## src/rtl/pb_periph_pkg.sv

```systemverilog
// Shared constants for the push-button peripheral and the memory controller's decode.
package pb_periph_pkg;

  localparam logic [3:0] PB_ADDR_LEVEL    = 4'd0;
  localparam logic [3:0] PB_ADDR_RISE     = 4'd1;
  localparam logic [3:0] PB_ADDR_FALL     = 4'd2;
  localparam logic [3:0] PB_ADDR_IRQ_MASK = 4'd3;
  localparam logic [3:0] PB_ADDR_DEB_CFG  = 4'd4;

  localparam logic [15:0] PB_WIN_BASE = 16'h1020;
  localparam logic [15:0] PB_WIN_HIGH = 16'h102F;

endpackage

```

## src/rtl/pb_debounce.sv

```systemverilog
// One button channel: 2-flop synchronizer followed by a counting debouncer.
module pb_debounce #(
  parameter int unsigned DEB_WIDTH = 20
) (
  input  logic                 clk,
  input  logic                 rst,
  input  logic                 raw,
  input  logic [DEB_WIDTH-1:0] cfg,
  output logic                 deb
);

  logic                 sync1_q, sync2_q;
  logic                 deb_q, deb_d;
  logic [DEB_WIDTH-1:0] cnt_q, cnt_d;
  logic [DEB_WIDTH-1:0] eff_cfg;

  // A zero threshold is treated as one so a change still needs one stable cycle.
  assign eff_cfg = (cfg == '0) ? DEB_WIDTH'(1) : cfg;

  always_comb begin
    deb_d = deb_q;
    cnt_d = cnt_q;
    if (sync2_q == deb_q) begin
      cnt_d = '0;
    end else if (cnt_q >= eff_cfg - DEB_WIDTH'(1)) begin
      deb_d = sync2_q;
      cnt_d = '0;
    end else begin
      cnt_d = cnt_q + DEB_WIDTH'(1);
    end
  end

  always_ff @(posedge clk or negedge rst) begin
    if (!rst) begin
      sync1_q <= 1'b0;
      sync2_q <= 1'b0;
      deb_q   <= 1'b0;
      cnt_q   <= '0;
    end else begin
      sync1_q <= raw;
      sync2_q <= sync1_q;
      deb_q   <= deb_d;
      cnt_q   <= cnt_d;
    end
  end

  assign deb = deb_q;

endmodule

```

## src/rtl/push_button_periph.sv

```systemverilog
// Memory-mapped debounced push buttons with sticky W1C rise/fall flags.
// Define PUSH_BUTTON_IRQ_EN to add the IRQ_MASK register and the irq output.
module push_button_periph
  import pb_periph_pkg::*;
#(
  parameter int unsigned NUM_BUTTONS = 5,
  parameter int unsigned DEB_WIDTH   = 20,
  parameter int unsigned DEB_DEFAULT = 1000000
) (
  input  logic                   clk,
  input  logic                   rst,
  input  logic [NUM_BUTTONS-1:0] btn_raw,
  input  logic                   push_button_p_we,
  input  logic [3:0]             push_button_p_addr,
  input  logic [31:0]            push_button_p_in,
  output logic [31:0]            push_button_p_out
`ifdef PUSH_BUTTON_IRQ_EN
  ,
  output logic                   irq
`endif
);

  logic [NUM_BUTTONS-1:0] deb, deb_prev_q;
  logic [NUM_BUTTONS-1:0] rise_q, rise_d, fall_q, fall_d;
  logic [NUM_BUTTONS-1:0] wdata_btn;
  logic [DEB_WIDTH-1:0]   cfg_q, cfg_d;
  logic [31:0]            rdata;
  logic                   wr_rise, wr_fall, wr_cfg;

  for (genvar i = 0; i < NUM_BUTTONS; i++) begin : g_chan
    pb_debounce #(
      .DEB_WIDTH(DEB_WIDTH)
    ) u_deb (
      .clk(clk),
      .rst(rst),
      .raw(btn_raw[i]),
      .cfg(cfg_q),
      .deb(deb[i])
    );
  end

  assign wdata_btn = push_button_p_in[NUM_BUTTONS-1:0];
  assign wr_rise   = push_button_p_we && (push_button_p_addr == PB_ADDR_RISE);
  assign wr_fall   = push_button_p_we && (push_button_p_addr == PB_ADDR_FALL);
  assign wr_cfg    = push_button_p_we && (push_button_p_addr == PB_ADDR_DEB_CFG);

  // New events are OR-ed in after the clear so a same-cycle set wins.
  always_comb begin
    rise_d = rise_q;
    fall_d = fall_q;
    cfg_d  = cfg_q;
    if (wr_rise) rise_d = rise_d & ~wdata_btn;
    if (wr_fall) fall_d = fall_d & ~wdata_btn;
    if (wr_cfg)  cfg_d  = push_button_p_in[DEB_WIDTH-1:0];
    rise_d = rise_d | (deb & ~deb_prev_q);
    fall_d = fall_d | (~deb & deb_prev_q);
  end

`ifdef PUSH_BUTTON_IRQ_EN
  logic [NUM_BUTTONS-1:0] mask_q;
  logic                   irq_q;

  always_ff @(posedge clk or negedge rst) begin
    if (!rst) begin
      mask_q <= '0;
      irq_q  <= 1'b0;
    end else begin
      if (push_button_p_we && (push_button_p_addr == PB_ADDR_IRQ_MASK)) mask_q <= wdata_btn;
      irq_q <= |((rise_q | fall_q) & mask_q);
    end
  end

  assign irq = irq_q;
`endif

  always_comb begin
    rdata = '0;
    case (push_button_p_addr)
      PB_ADDR_LEVEL:    rdata[NUM_BUTTONS-1:0] = deb;
      PB_ADDR_RISE:     rdata[NUM_BUTTONS-1:0] = rise_q;
      PB_ADDR_FALL:     rdata[NUM_BUTTONS-1:0] = fall_q;
`ifdef PUSH_BUTTON_IRQ_EN
      PB_ADDR_IRQ_MASK: rdata[NUM_BUTTONS-1:0] = mask_q;
`endif
      PB_ADDR_DEB_CFG:  rdata[DEB_WIDTH-1:0]   = cfg_q;
      default:          rdata = '0;
    endcase
  end

  always_ff @(posedge clk or negedge rst) begin
    if (!rst) begin
      deb_prev_q        <= '0;
      rise_q            <= '0;
      fall_q            <= '0;
      cfg_q             <= DEB_WIDTH'(DEB_DEFAULT);
      push_button_p_out <= '0;
    end else begin
      deb_prev_q        <= deb;
      rise_q            <= rise_d;
      fall_q            <= fall_d;
      cfg_q             <= cfg_d;
      push_button_p_out <= rdata;
    end
  end

  // Upper write-data bits have no destination.
  logic unused_wdata;
  assign unused_wdata = ^push_button_p_in;

endmodule

```

## config.mk

```make
export PLATFORM = sky130hd
export DESIGN_NAME = push_button_periph
export DESIGN_NICKNAME = d
export VERILOG_FILES = /design/src/rtl/pb_periph_pkg.sv /design/src/rtl/pb_debounce.sv /design/src/rtl/push_button_periph.sv
export SDC_FILE = /design/constraint.sdc
export NUM_CORES = 1
export LEC_CHECK = 0
export BUFFER_PORTS_ARGS = -buffer_cell sky130_fd_sc_hd__buf_2
export CAP_MARGIN = 15
export CORE_MARGIN = 5
export CORE_UTILIZATION = 61
export CTS_CLUSTER_SIZE = 14
export DETAILED_ROUTE_END_ITERATION = 10
export PLACE_DENSITY_LB_ADDON = 0.08
export SYNTH_ARGS = -nofsm -noshare
export SYNTH_HDL_FRONTEND = slang
export SYNTH_SLANG_ARGS = --single-unit
export TNS_END_PERCENT = 30
```

## constraint.sdc

```tcl
create_clock -name clk -period 5.99 [get_ports clk]
set_input_delay 0 -clock clk [delete_from_list [all_inputs] [get_ports clk]]
set_output_delay 0 -clock clk [all_outputs]
set_load 0.01 [all_outputs]
```

==> implementation parameters <==
Parameter                              Value

Power
  Maximum vdd drop    0.230 mV
  Leakage dissipation    5.50 nW
  Power density of the placed cells    296 nW/um^2

Finish
  Register Area    4260 um^2
  Most common cell after layout, fill and taps aside    sky130_fd_sc_hd__dfrtp_1
  Area overhead of the layout relative to synthesis    12.8%
  Multi-input logic area    5640 um^2
  Final core utilization    70.0%
  Number of nets in the final layout    1259
  Fill cell instance count of the final layout    1250
  Highest-count cells in the layout ignoring fill and taps    sky130_fd_sc_hd__dfrtp_1, sky130_fd_sc_hd__ha_1, sky130_fd_sc_hd__nor2_1
  Total inserted antenna cells    0
  Share of final-layout standard cells stronger than drive strength 1    17.7%

Logic synthesis
  Fraction of registers with async set or reset after synthesis    100%
  Distinct cell type count of the synthesized netlist    63
  Leading cell types by total area after synthesis    sky130_fd_sc_hd__dfrtp_1, sky130_fd_sc_hd__ha_1, sky130_fd_sc_hd__xor2_1, sky130_fd_sc_hd__xnor2_1, sky130_fd_sc_hd__nor2_1
  Syn_area_per_cell    9.98 um^2
  Share of the synthesized area in the top cell type    39.8%
  Synthesized netlist cell count    1028
  Sequential cell area fraction in the yosys report    41.6%
  Flip-flop cell with the highest count after synthesis    sky130_fd_sc_hd__dfrtp_1
  Flip-flop and latch count after synthesis    170
  Netlist Area Pre-Place    10300 um^2
  Cell taking the most area after synthesis    sky130_fd_sc_hd__dfrtp_1
  Number of enable-type register cells in the synthesized netlist    0
  Number of warning messages in the yosys log    0

Timing
  RSZ-0062 raised after global routing    false
  Final TNS setup    0 ps
  Worst slew margin    27.7%
  Final clock period utilization by the worst path    87.6%
  Peak Freq    191 MHz
  # setup viols final    0
  Max-slew violation count    0
  Number of failing hold endpoints at the final stage    0
  Minimum clock period    5250 ps
  Worst setup skew after layout    19.1 ps
  Worst Tran Pin Value    1080 ps

Placement
  HPWL Detailed    16300 um
  Port Buf Inserts    51
  Final GP Congestion    0.873

Worst setup path
  Required time at the endpoint of the critical path    6260 ps
  Top delay family on crit path    simple AND/OR/NAND/NOR gates
  Ordered cell list for the critical path    nor3_1, and4_1, a31oi_1, ha_1, or4b_1, nor3_2, nand2_1, xor2_1, ha_1, nand4_1, nor2b_1, nand4_1, a211oi_1, o21ai_0, a21oi_2, nor2_1
  Critical path buffers and inverters    0
  Crit end category    flop
  Cell with the biggest individual delay on the critical path    sky130_fd_sc_hd__a21oi_2
  Delay of the slowest cell on the worst path    900 ps
  Worst Setup Start Kind    flop
  Worst path arrival time    5510 ps
  CP max FO    20
  Type of the worst setup path    reg2reg

Clock tree
  Clock H-tree levels    4
  Buffer cell driving the clock tree root    sky130_fd_sc_hd__clkbuf_16
  Insertion delay to the later sink of the worst-skew pair    440 ps
  Clock Sinks    170
  Bufs on Longest Clock Path    2
  Clock transition at the registers of the reported paths    70 ps
  Number of buffers added by the clock tree synthesis step    17
  Clock tree from TritonCTS    done

Floorplanning
  Vertical die dimension    140 um
  Core area    16500 um^2
  I/O Pins    76
  DIE WIDTH    140 um
  Site row count    47
  Die Outline Area    19500 um^2
  Initial cell density of the core    62.1%

Global route
  Global-route wire length before repair    38400 um
  Global Route met3 Usage    4.73%
  Global-route usage over all layers    24.3%
  Pin count of the biggest net entering global routing    90
  Most Crowded Layer GR    met2
  Number of global-route vias before repair    7519
  Overflow left after global routing    0
  Number of antenna violations at the first check in global routing    0
  Global routing met1 resource utilization    33.6%
  Global routing usage on met2    39.1%

Route
  Number of design-rule violations left by the first detailed-router iteration    563
  Total length of routed wires    23000 um
  First-pass DRT Iterations    5
  Post-route DRC    0
  Detailed-route via count    7770
  Routed length per instance    17.0 um
  Routed vias/inst    5.75
  Number of routed nets with antenna violations    0

Flow run
  Number of max-cap violations    0

Outcome
  Run status    complete, no violations

Worst hold path
  Hold Path Class    in2reg
[cell usage after synthesis (10+ instances only)]
library cell               number
sky130_fd_sc_hd__a211oi_1      10
sky130_fd_sc_hd__a21o_1        14
sky130_fd_sc_hd__a21oi_1       21
sky130_fd_sc_hd__a22o_1        10
sky130_fd_sc_hd__and2_1        19
sky130_fd_sc_hd__and3_1        30
sky130_fd_sc_hd__buf_4         15
sky130_fd_sc_hd__clkbuf_1      12
sky130_fd_sc_hd__dfrtp_1      163
sky130_fd_sc_hd__ha_1          96
sky130_fd_sc_hd__inv_1         30
sky130_fd_sc_hd__mux2_2        20
sky130_fd_sc_hd__nand2_1       76
sky130_fd_sc_hd__nand3_1       49
sky130_fd_sc_hd__nand4_1       21
sky130_fd_sc_hd__nor2_1        91
sky130_fd_sc_hd__nor2_2        49
sky130_fd_sc_hd__nor2b_1       10
sky130_fd_sc_hd__nor3_1        17
sky130_fd_sc_hd__nor4_1        10
sky130_fd_sc_hd__o21ai_0       30
sky130_fd_sc_hd__xnor2_1       46
sky130_fd_sc_hd__xor2_1        63
[metrics by stage]
stage	hold slack, ps	instance area [um^2]	instances	setup WS [ps]	total power (W)
6_report	10.9	11600	1352	743	0.00342
5_1_grt	30.4	11600	1352	297	0.00363
4_1_cts	10.2	11600	1352	727	0.00344
3_5_place_dp	110	10700	1293	738	0.00238
3_3_place_gp	108	10700	1293	764	0.00235
2_1_floorplan	-296	10300	1039	1470	0.00204
[area by class of cell]
class                      count  area share [%]
multi-input combinational    796            48.7
sequential                   170            36.9
timing repair buffer         104            6.28
clock buffer                  19            3.74
tap                          220            2.38
clock inverter                13            1.03
inverter                      30           0.974
[registers in the layout (all words and copies together), names as in the netlist]
name                  cells
fall_q                    5
push_button_p_out        20
cfg_q                    20
g_chan.u_deb.sync1_q      5
rise_q                    5
g_chan.u_deb.deb          5
g_chan.u_deb.sync2_q      5
g_chan.u_deb.cnt_q      100
deb_prev_q                5
[layer usage]
layer / share of wire (%) / vias up / routed length, um
met3: 4.6 / 35 / 1060
met4: 2.3 / 0 / 524
li1: - / 3794 / -
met2: 47 / 177 / 10900
met5: 0 / - / 0
met1: 46 / 3764 / 10500
[cell families after synthesis]
kind of cell / Yosys count / share of synthesized area, %
simple gates: 401 / 20.0
flops: 170 / 41.6
xor+xnor: 109 / 9.31
fa+ha+maj: 96 / 11.7
buf+inv: 73 / 3.95
mux: 25 / 2.68
other cells: 1 / 0.0366
compound gates: 153 / 10.7
[final timing paths]
kind                                                   start                                  end  slack (ps)  depth (start not counted)
max in group asynchronous                                rst      push_button_p_out[17]$_DFF_PN0_        4280                          3
min in group asynchronous                                rst   g_chan[3].u_deb.cnt_q[0]$_DFF_PN0_         200                          2
setup reg to reg                        cfg_q[9]$_DFFE_PN1P_  g_chan[0].u_deb.cnt_q[12]$_DFF_PN0_         740                         16
setup / recovery                        cfg_q[9]$_DFFE_PN1P_  g_chan[0].u_deb.cnt_q[12]$_DFF_PN0_         740                         16
hold / removal                         push_button_p_addr[3]       push_button_p_out[3]$_DFF_PN0_          10                          3
hold reg to reg            g_chan[1].u_deb.sync1_q$_DFF_PN0_    g_chan[1].u_deb.sync2_q$_DFF_PN0_         350                          0
[worst min-delay path, cell delays in order]
cell,delay (ps)
sky130_fd_sc_hd__buf_2,90
sky130_fd_sc_hd__nor2_1,110
sky130_fd_sc_hd__a22o_1,210
[power by group]
group          internal (W)  switching, W
logic              0.000390      0.000553
clock network      0.000574      0.000469
registers           0.00128      0.000154
[timing repair]
action                                  in CTS  in global routing
endpoints found under the setup margin       0                  0
hold buffers                                27                  0
gates resized for setup                      0                  0
hold endpoints to repair                   125                  0
buffers inserted                             0                  0
Note: power is estimated with default switching activity, not from simulation.
